==> config.mk <==
export PLATFORM = sky130hd
export DESIGN_NAME = crossing_stop_filter
export DESIGN_NICKNAME = d
export VERILOG_FILES = /design/src/rtl/zebra_pkg.sv /design/src/rtl/frame_watchdog.sv /design/src/rtl/crossing_stop_filter.sv
export SDC_FILE = /design/constraint.sdc
export NUM_CORES = 1
export LEC_CHECK = 0
export CAP_MARGIN = 20
export CELL_PAD_IN_SITES_DETAIL_PLACEMENT = 1
export CELL_PAD_IN_SITES_GLOBAL_PLACEMENT = 2
export CORE_UTILIZATION = 40
export DETAILED_ROUTE_END_ITERATION = 6
export PLACE_DENSITY_LB_ADDON = 0.1
export SYNTH_ARGS = -nofsm -noshare
export SYNTH_HDL_FRONTEND = slang
export SYNTH_SLANG_ARGS = --single-unit
==> constraint.sdc <==
create_clock -name clk -period 6.95 [get_ports clk]
set_clock_uncertainty 0.15 [all_clocks]
set_input_delay 1.7375 -clock clk [delete_from_list [all_inputs] [get_ports clk]]
set_output_delay 1.7375 -clock clk [all_outputs]
set_load 0.01 [all_outputs]
==> src/rtl/zebra_pkg.sv <==
// Shared types and default thresholds for the zebra-crossing video pipeline.
package zebra_pkg;

    typedef enum logic [1:0] {
        S_IDLE      = 2'd0,
        S_ARMING    = 2'd1,
        S_STOP      = 2'd2,
        S_RELEASING = 2'd3
    } stop_state_e;

    localparam int unsigned DEF_ON_FRAMES       = 3;
    localparam int unsigned DEF_OFF_FRAMES      = 5;
    localparam int unsigned DEF_MIN_HOLD_FRAMES = 10;
    localparam int unsigned DEF_MIN_BLOBS       = 3;
    localparam int unsigned DEF_TIMEOUT_CYCLES  = 1_000_000;

    // Width of the frame debounce / hold counters.
    localparam int unsigned FRAME_CNT_W = 16;

endpackage

==> src/rtl/frame_watchdog.sv <==
// Watchdog that flags when no frame verdict has arrived for TIMEOUT_CYCLES cycles.
// cnt holds the number of cycles elapsed since the last kick (the kick cycle
// itself counts as one), so expired rises exactly TIMEOUT_CYCLES cycles after
// the last kick.
module frame_watchdog
    import zebra_pkg::*;
#(
    parameter int unsigned TIMEOUT_CYCLES = DEF_TIMEOUT_CYCLES
) (
    input  logic clk,
    input  logic rst_n,
    input  logic kick,
    input  logic clear,
    output logic expired
);

    localparam int unsigned CW = $clog2(TIMEOUT_CYCLES + 1);
    localparam logic [CW-1:0] LIMIT = CW'(TIMEOUT_CYCLES);

    logic [CW-1:0] cnt;

    // Saturating elapsed-cycle counter with a registered expiry flag.
    always_ff @(posedge clk or negedge rst_n) begin
        if (!rst_n) begin
            cnt     <= '0;
            expired <= 1'b0;
        end else if (clear) begin
            cnt     <= '0;
            expired <= 1'b0;
        end else if (kick) begin
            cnt     <= CW'(1);
            expired <= (TIMEOUT_CYCLES == 1);
        end else begin
            if (cnt != LIMIT) begin
                cnt <= cnt + 1'b1;
            end
            expired <= (cnt >= LIMIT - 1'b1);
        end
    end

endmodule

==> src/rtl/crossing_stop_filter.sv <==
// Debounced, hysteretic zebra-crossing stop request built from per-frame verdicts.
// Input protocol is valid-only (no ready): every cycle with detection_valid high
// carries exactly one frame verdict (crossing_detected, blob_count), and it is
// always consumed in that cycle unless clear is high in the same cycle, in which
// case the frame is dropped.
module crossing_stop_filter
    import zebra_pkg::*;
#(
    parameter int unsigned ON_FRAMES       = DEF_ON_FRAMES,
    parameter int unsigned OFF_FRAMES      = DEF_OFF_FRAMES,
    parameter int unsigned MIN_HOLD_FRAMES = DEF_MIN_HOLD_FRAMES,
    parameter int unsigned MIN_BLOBS       = DEF_MIN_BLOBS,
    parameter int unsigned TIMEOUT_CYCLES  = DEF_TIMEOUT_CYCLES
) (
    input  logic        clk,
    input  logic        rst_n,
    input  logic        clear,
    input  logic        detection_valid,
    input  logic        crossing_detected,
    input  logic [7:0]  blob_count,
    output logic        stop,
    output logic        stop_rise,
    output logic        stop_fall,
    output logic [7:0]  blob_latched,
    output logic [15:0] frame_count,
    output logic        timeout,
    output logic [1:0]  state
);

    localparam int unsigned CW = FRAME_CNT_W;
    localparam logic [CW-1:0] ON_LIM   = CW'(ON_FRAMES);
    localparam logic [CW-1:0] OFF_LIM  = CW'(OFF_FRAMES);
    localparam logic [CW-1:0] HOLD_LIM = CW'(MIN_HOLD_FRAMES);
    localparam logic [7:0]    BLOB_LIM = 8'(MIN_BLOBS);

    stop_state_e   state_q, state_d;
    logic [CW-1:0] on_q, on_d;
    logic [CW-1:0] off_q, off_d;
    logic [CW-1:0] hold_q, hold_d;
    logic          stop_prev;
    logic          pos_frame;
    logic          neg_frame;

    assign pos_frame = detection_valid && crossing_detected && (blob_count >= BLOB_LIM);
    assign neg_frame = detection_valid && !pos_frame;

    frame_watchdog #(
        .TIMEOUT_CYCLES(TIMEOUT_CYCLES)
    ) u_watchdog (
        .clk    (clk),
        .rst_n  (rst_n),
        .kick   (detection_valid),
        .clear  (clear),
        .expired(timeout)
    );

    // Next-state and counter logic; only valid frames move the FSM.
    always_comb begin
        state_d = state_q;
        on_d    = on_q;
        off_d   = off_q;
        hold_d  = hold_q;
        case (state_q)
            S_IDLE: begin
                if (pos_frame) begin
                    on_d    = CW'(1);
                    off_d   = '0;
                    hold_d  = '0;
                    state_d = (ON_LIM == CW'(1)) ? S_STOP : S_ARMING;
                end
            end
            S_ARMING: begin
                if (pos_frame) begin
                    on_d = on_q + 1'b1;
                    if (on_q + 1'b1 == ON_LIM) begin
                        state_d = S_STOP;
                        hold_d  = '0;
                        off_d   = '0;
                    end
                end else if (neg_frame) begin
                    on_d    = '0;
                    state_d = S_IDLE;
                end
            end
            S_STOP: begin
                if (detection_valid && (hold_q < HOLD_LIM)) begin
                    hold_d = hold_q + 1'b1;
                end
                // Hold check uses the count before this frame's increment.
                if (neg_frame && (hold_q >= HOLD_LIM)) begin
                    off_d   = CW'(1);
                    state_d = (OFF_LIM == CW'(1)) ? S_IDLE : S_RELEASING;
                end
            end
            S_RELEASING: begin
                if (pos_frame) begin
                    off_d   = '0;
                    state_d = S_STOP;
                end else if (neg_frame) begin
                    off_d = off_q + 1'b1;
                    if (off_q + 1'b1 == OFF_LIM) begin
                        off_d   = '0;
                        state_d = S_IDLE;
                    end
                end
            end
            default: begin
                state_d = S_IDLE;
            end
        endcase
    end

    // FSM, counters and per-frame bookkeeping; clear wins over a coincident frame.
    always_ff @(posedge clk or negedge rst_n) begin
        if (!rst_n) begin
            state_q      <= S_IDLE;
            on_q         <= '0;
            off_q        <= '0;
            hold_q       <= '0;
            blob_latched <= '0;
            frame_count  <= '0;
        end else if (clear) begin
            state_q      <= S_IDLE;
            on_q         <= '0;
            off_q        <= '0;
            hold_q       <= '0;
            blob_latched <= '0;
            frame_count  <= '0;
        end else begin
            state_q <= state_d;
            on_q    <= on_d;
            off_q   <= off_d;
            hold_q  <= hold_d;
            if (detection_valid) begin
                blob_latched <= blob_count;
                frame_count  <= frame_count + 1'b1;
            end
        end
    end

    // Previous stop value; deliberately not cleared by clear so a clear that
    // drops stop still produces a stop_fall pulse.
    always_ff @(posedge clk or negedge rst_n) begin
        if (!rst_n) begin
            stop_prev <= 1'b0;
        end else begin
            stop_prev <= stop;
        end
    end

    assign stop      = (state_q == S_STOP) || (state_q == S_RELEASING) || timeout;
    assign stop_rise = stop && !stop_prev;
    assign stop_fall = !stop && stop_prev;
    assign state     = state_q;

endmodule
==> qor.tcl <==
set qor(clock-sinks) 96
set qor(ys_seq_area_share_pct) 41.4
set qor(gp_routability_congestion) 0.831
set qor(number_of_buffers_inserted_for_hold_repair_after_clock_tree_synthesis) 0
set qor(fraction_of_layout_cells_with_a_size_suffix_above_1_pct) 8.77
set qor(grt_max_degree) 76
set qor(initial_util_pct) 41.3
set qor(placement_rows) 43
set qor(synth_warnings) 0
set qor(place.detailed.instances) 838
set qor(first_pass_iters) 4
set qor(drc) 0
set qor(post_layout_nonfiller_instances) 853
set qor(top_library_cells_by_usage_in_the_layout_fill_and_taps_aside) {dfrtp_1 (96), nor2_1 (72), nand2_1 (55), nand3_1 (47), clkdlybuf4s50_1 (41)}
set qor(syn-cell-area_mm2) 0.00581
set qor(synth-edff-count) 0
set qor(ys_seq_elements) 96
set qor(diode_insertion_count_for_antenna_repair) 0
set qor(global_route.overflow_total) 0
set qor(ios) 43
set qor(vias) 4959
set qor(cts.root.buffer_cell) {clkbuf_16}
set qor(area_delta_synth_final_pct) 12.5
set qor(timing.critical_path.cells) {clkdlybuf4s50_1 -> buf_4 -> nor3_2 -> nand2_1 -> a31oi_1 -> nor4_1 -> or3_1}
set qor(dominant_combinational_cell_family_by_area_after_synthesis) {simple AND/OR/NAND/NOR gates}
set qor(power_density_mw_per_mm2) 184
set qor(setup_viol) 0
set qor(cts_inserted_buffers) 9
set qor(worst_pin_slew_ns) 1.06
set qor(wire_length_of_the_first_global_routing_pass_mm) 25.9
set qor(htree_levels) 3
set qor(clock_insertion_delay_worst_skew_ns) 0.35
set qor(grt_setup_unrepaired) {no}
set qor(crit_slowest_cell) {nand2_1}
set qor(critical_path_required_ns) 7.03
set qor(muxShareOfSynthArea_pct) 2.28
set qor(synthXorXnorAreaFrac_pct) 4.98
set qor(global_route_usage_over_all_layers_pct) 22.1
set qor(synth-simple-area-share_pct) 25.8
set qor(yosys.cell_types.count) 71
set qor(route.antenna.remaining_nets) 0
set qor(die_width_um) 122
set qor(timing.setup.tns_ns) 0
set qor(ys_async_sr_fraction_pct) 100
set qor(cts_tree) {done}
set qor(final-hold-violation-count) 0
set qor(final_worst_path_period_need_ns) 4.61
set qor(die_area_mm2) 0.0150
set qor(clk_path_buf_depth) 2
set qor(grt_pass1_vias) 5108
set qor(routedWlPerCell_um) 17.9
set qor(hold_path.class) {flop to flop}
set qor(post_cts_resize_count) 0
set qor(layout.filler_cells) 1630
set qor(critical_path_peak_fanout) 38
set qor(total_leakage_power_nw) 2.68
set qor(arrival_ns) 4.69
set qor(max_cap_viol_count) 0
set qor(crit_type) {primary input to flop}
set qor(final.period_utilization_pct) 66.3
set qor(maximum_vdd_ir_drop_mv) 0.115
set qor(setup.worst_path.start_class) {primary input}
set qor(post_detailed_route_via_to_cell_ratio) 5.81
set qor(setup.worst_path.end_class) {flop}
set qor(detailedRoute.firstIterationViolations) 225
set qor(nNetsFinal) 692
set qor(core_area_mm2) 0.0140
set qor(worst_setup_hold_path_clk_slew_ns) 0.07
set qor(most_common_flop_cell_mapped_by_yosys) {dfrtp_1}
set qor(die-height_um) 122
set qor(run_status) {finished, final reports clean}
set qor(fmax_mhz) 217
set qor(synth_fa_ha_area_share_pct) 1.94
set qor(postCtsSetupBuffers) 0
set qor(cpPeakStageDelay_ns) 0.67
set qor(io_buffer_count) 42
set qor(grt_antenna_before_repair) 0
set qor(synthesis.area_per_instance_um2) 9.01
set qor(detail_route.wirelength_mm) 15.3
set qor(max_slew_margin_pct) 29.1
set qor(final-max-slew-violation-count) 0
set qor(share_of_the_synthesized_area_in_compound_gates_ao_oa_aoi_oai_pct) 17.3
set qor(final_common_cell) {dfrtp_1}
set qor(synth_nets) 666
set qor(hpwlAfterDp_mm) 10.8
set qor(synthesis.instances) 644
[worst max-delay path, delay by kind of cell]
kind	cells	cell delay, ns
compound gates	1	0.50
buf+inv	2	0.68
simple gates	4	1.75
[Yosys cell counts, types with 3 or more instances]
library cell | instances | area share, %
inv_1 | 36 | 2.3
or3_1 | 11 | 1.2
a31oi_1 | 8 | 0.86
o31ai_1 | 3 | 0.39
xor2_1 | 24 | 3.6
buf_6 | 6 | 1.2
buf_2 | 3 | 0.26
o41ai_1 | 6 | 0.91
buf_4 | 3 | 0.39
dfrtp_1 | 96 | 41
a21oi_1 | 25 | 2.2
nand2_1 | 55 | 3.6
nor4_1 | 10 | 1.1
clkbuf_8 | 3 | 0.71
a21oi_4 | 3 | 0.84
o21ai_0 | 38 | 3.3
a21oi_2 | 3 | 0.45
a211oi_1 | 6 | 0.78
xnor2_1 | 9 | 1.4
nand4_1 | 19 | 2.0
o211ai_1 | 7 | 0.91
nor2_1 | 72 | 4.7
mux2i_1 | 11 | 1.9
clkbuf_1 | 12 | 0.78
nor2b_1 | 6 | 0.65
and2_1 | 3 | 0.32
o2111ai_1 | 3 | 0.45
and4_2 | 3 | 0.52
o211ai_2 | 11 | 2.4
and3_1 | 19 | 2.0
nor3_2 | 3 | 0.52
nor3_1 | 21 | 1.8
nand3_1 | 47 | 4.1
ha_1 | 9 | 1.9
or2_2 | 3 | 0.32
[where the power goes]
group          internal (mW)  switching, mW
Combinational         0.0553         0.0945
Clock                  0.242          0.225
Sequential             0.569         0.0191
Total                  0.866          0.338
[cell type report]
type	instances	area (µm²)	share of cell area (%)
inverter	37	139	2.13
tap	180	225	3.45
timing repair buffer	46	468	7.16
clock buffer	10	229	3.50
clock inverter	4	31.3	0.479
sequential	96	2400	36.8
multi-input combinational	480	3040	46.5
[logic make-up (layout without fill, tap and decap cells)]
logic type / count (synthesis) / in the layout
AND/OR/NAND/NOR: 290 / 290
multiplexers: 13 / 13
adder cells (fa/ha/maj): 9 / 9
AO/OA/AOI/OAI: 135 / 135
XOR/XNOR: 33 / 33
flip-flops: 96 / 96
buffers and inverters: 68 / 97
[per-stage QoR]
stage	hold slack, ns	worst slack [ns]	total power [mW]	area, µm²	utilization (%)
final	0.358	2.34	1.20	6530	46.5
after global routing	0.373	2.21	1.26	6530	46.5
after CTS	0.354	2.35	1.22	6510	46.3
after detailed placement	0.344	1.98	0.748	6250	44.5
after global placement	0.331	2.08	0.745	6250	44.5
after floorplan	0.301	3.25	0.686	5810	-
[state kept, by name, indices dropped and copies added, names as in the netlist]
register,flops
u_watchdog.cnt,20
u_watchdog.expired,1
blob_latched,8
on_q,16
stop_prev,1
state,2
frame_count,16
hold_q,16
off_q,16
[routing by layer]
metal | share of wire [%] | vias to the layer above | GRT usage, %
met5 | 0 | - | 0
li1 | - | 2362 | -
met4 | 0.95 | 0 | 5.72
met2 | 47 | 52 | 35.8
met3 | 2.6 | 10 | 3.90
met1 | 49 | 2535 | 30.5
[worst paths after layout]
kind / depth (start not counted) / end / from / slack, ns
setup / recovery: 7 / state[1] / clear / 2.34
hold / removal: 1 / on_q[15] / on_q[15] / 0.36
setup reg to reg: 8 / off_q[1] / on_q[0] / 3.47
hold reg to reg: 1 / on_q[15] / on_q[15] / 0.36
max in group asynchronous: 3 / u_watchdog.cnt[7] / rst_n / 4.55
min in group asynchronous: 1 / off_q[6] / rst_n / 1.13
Power figures use the tool's default switching activity.
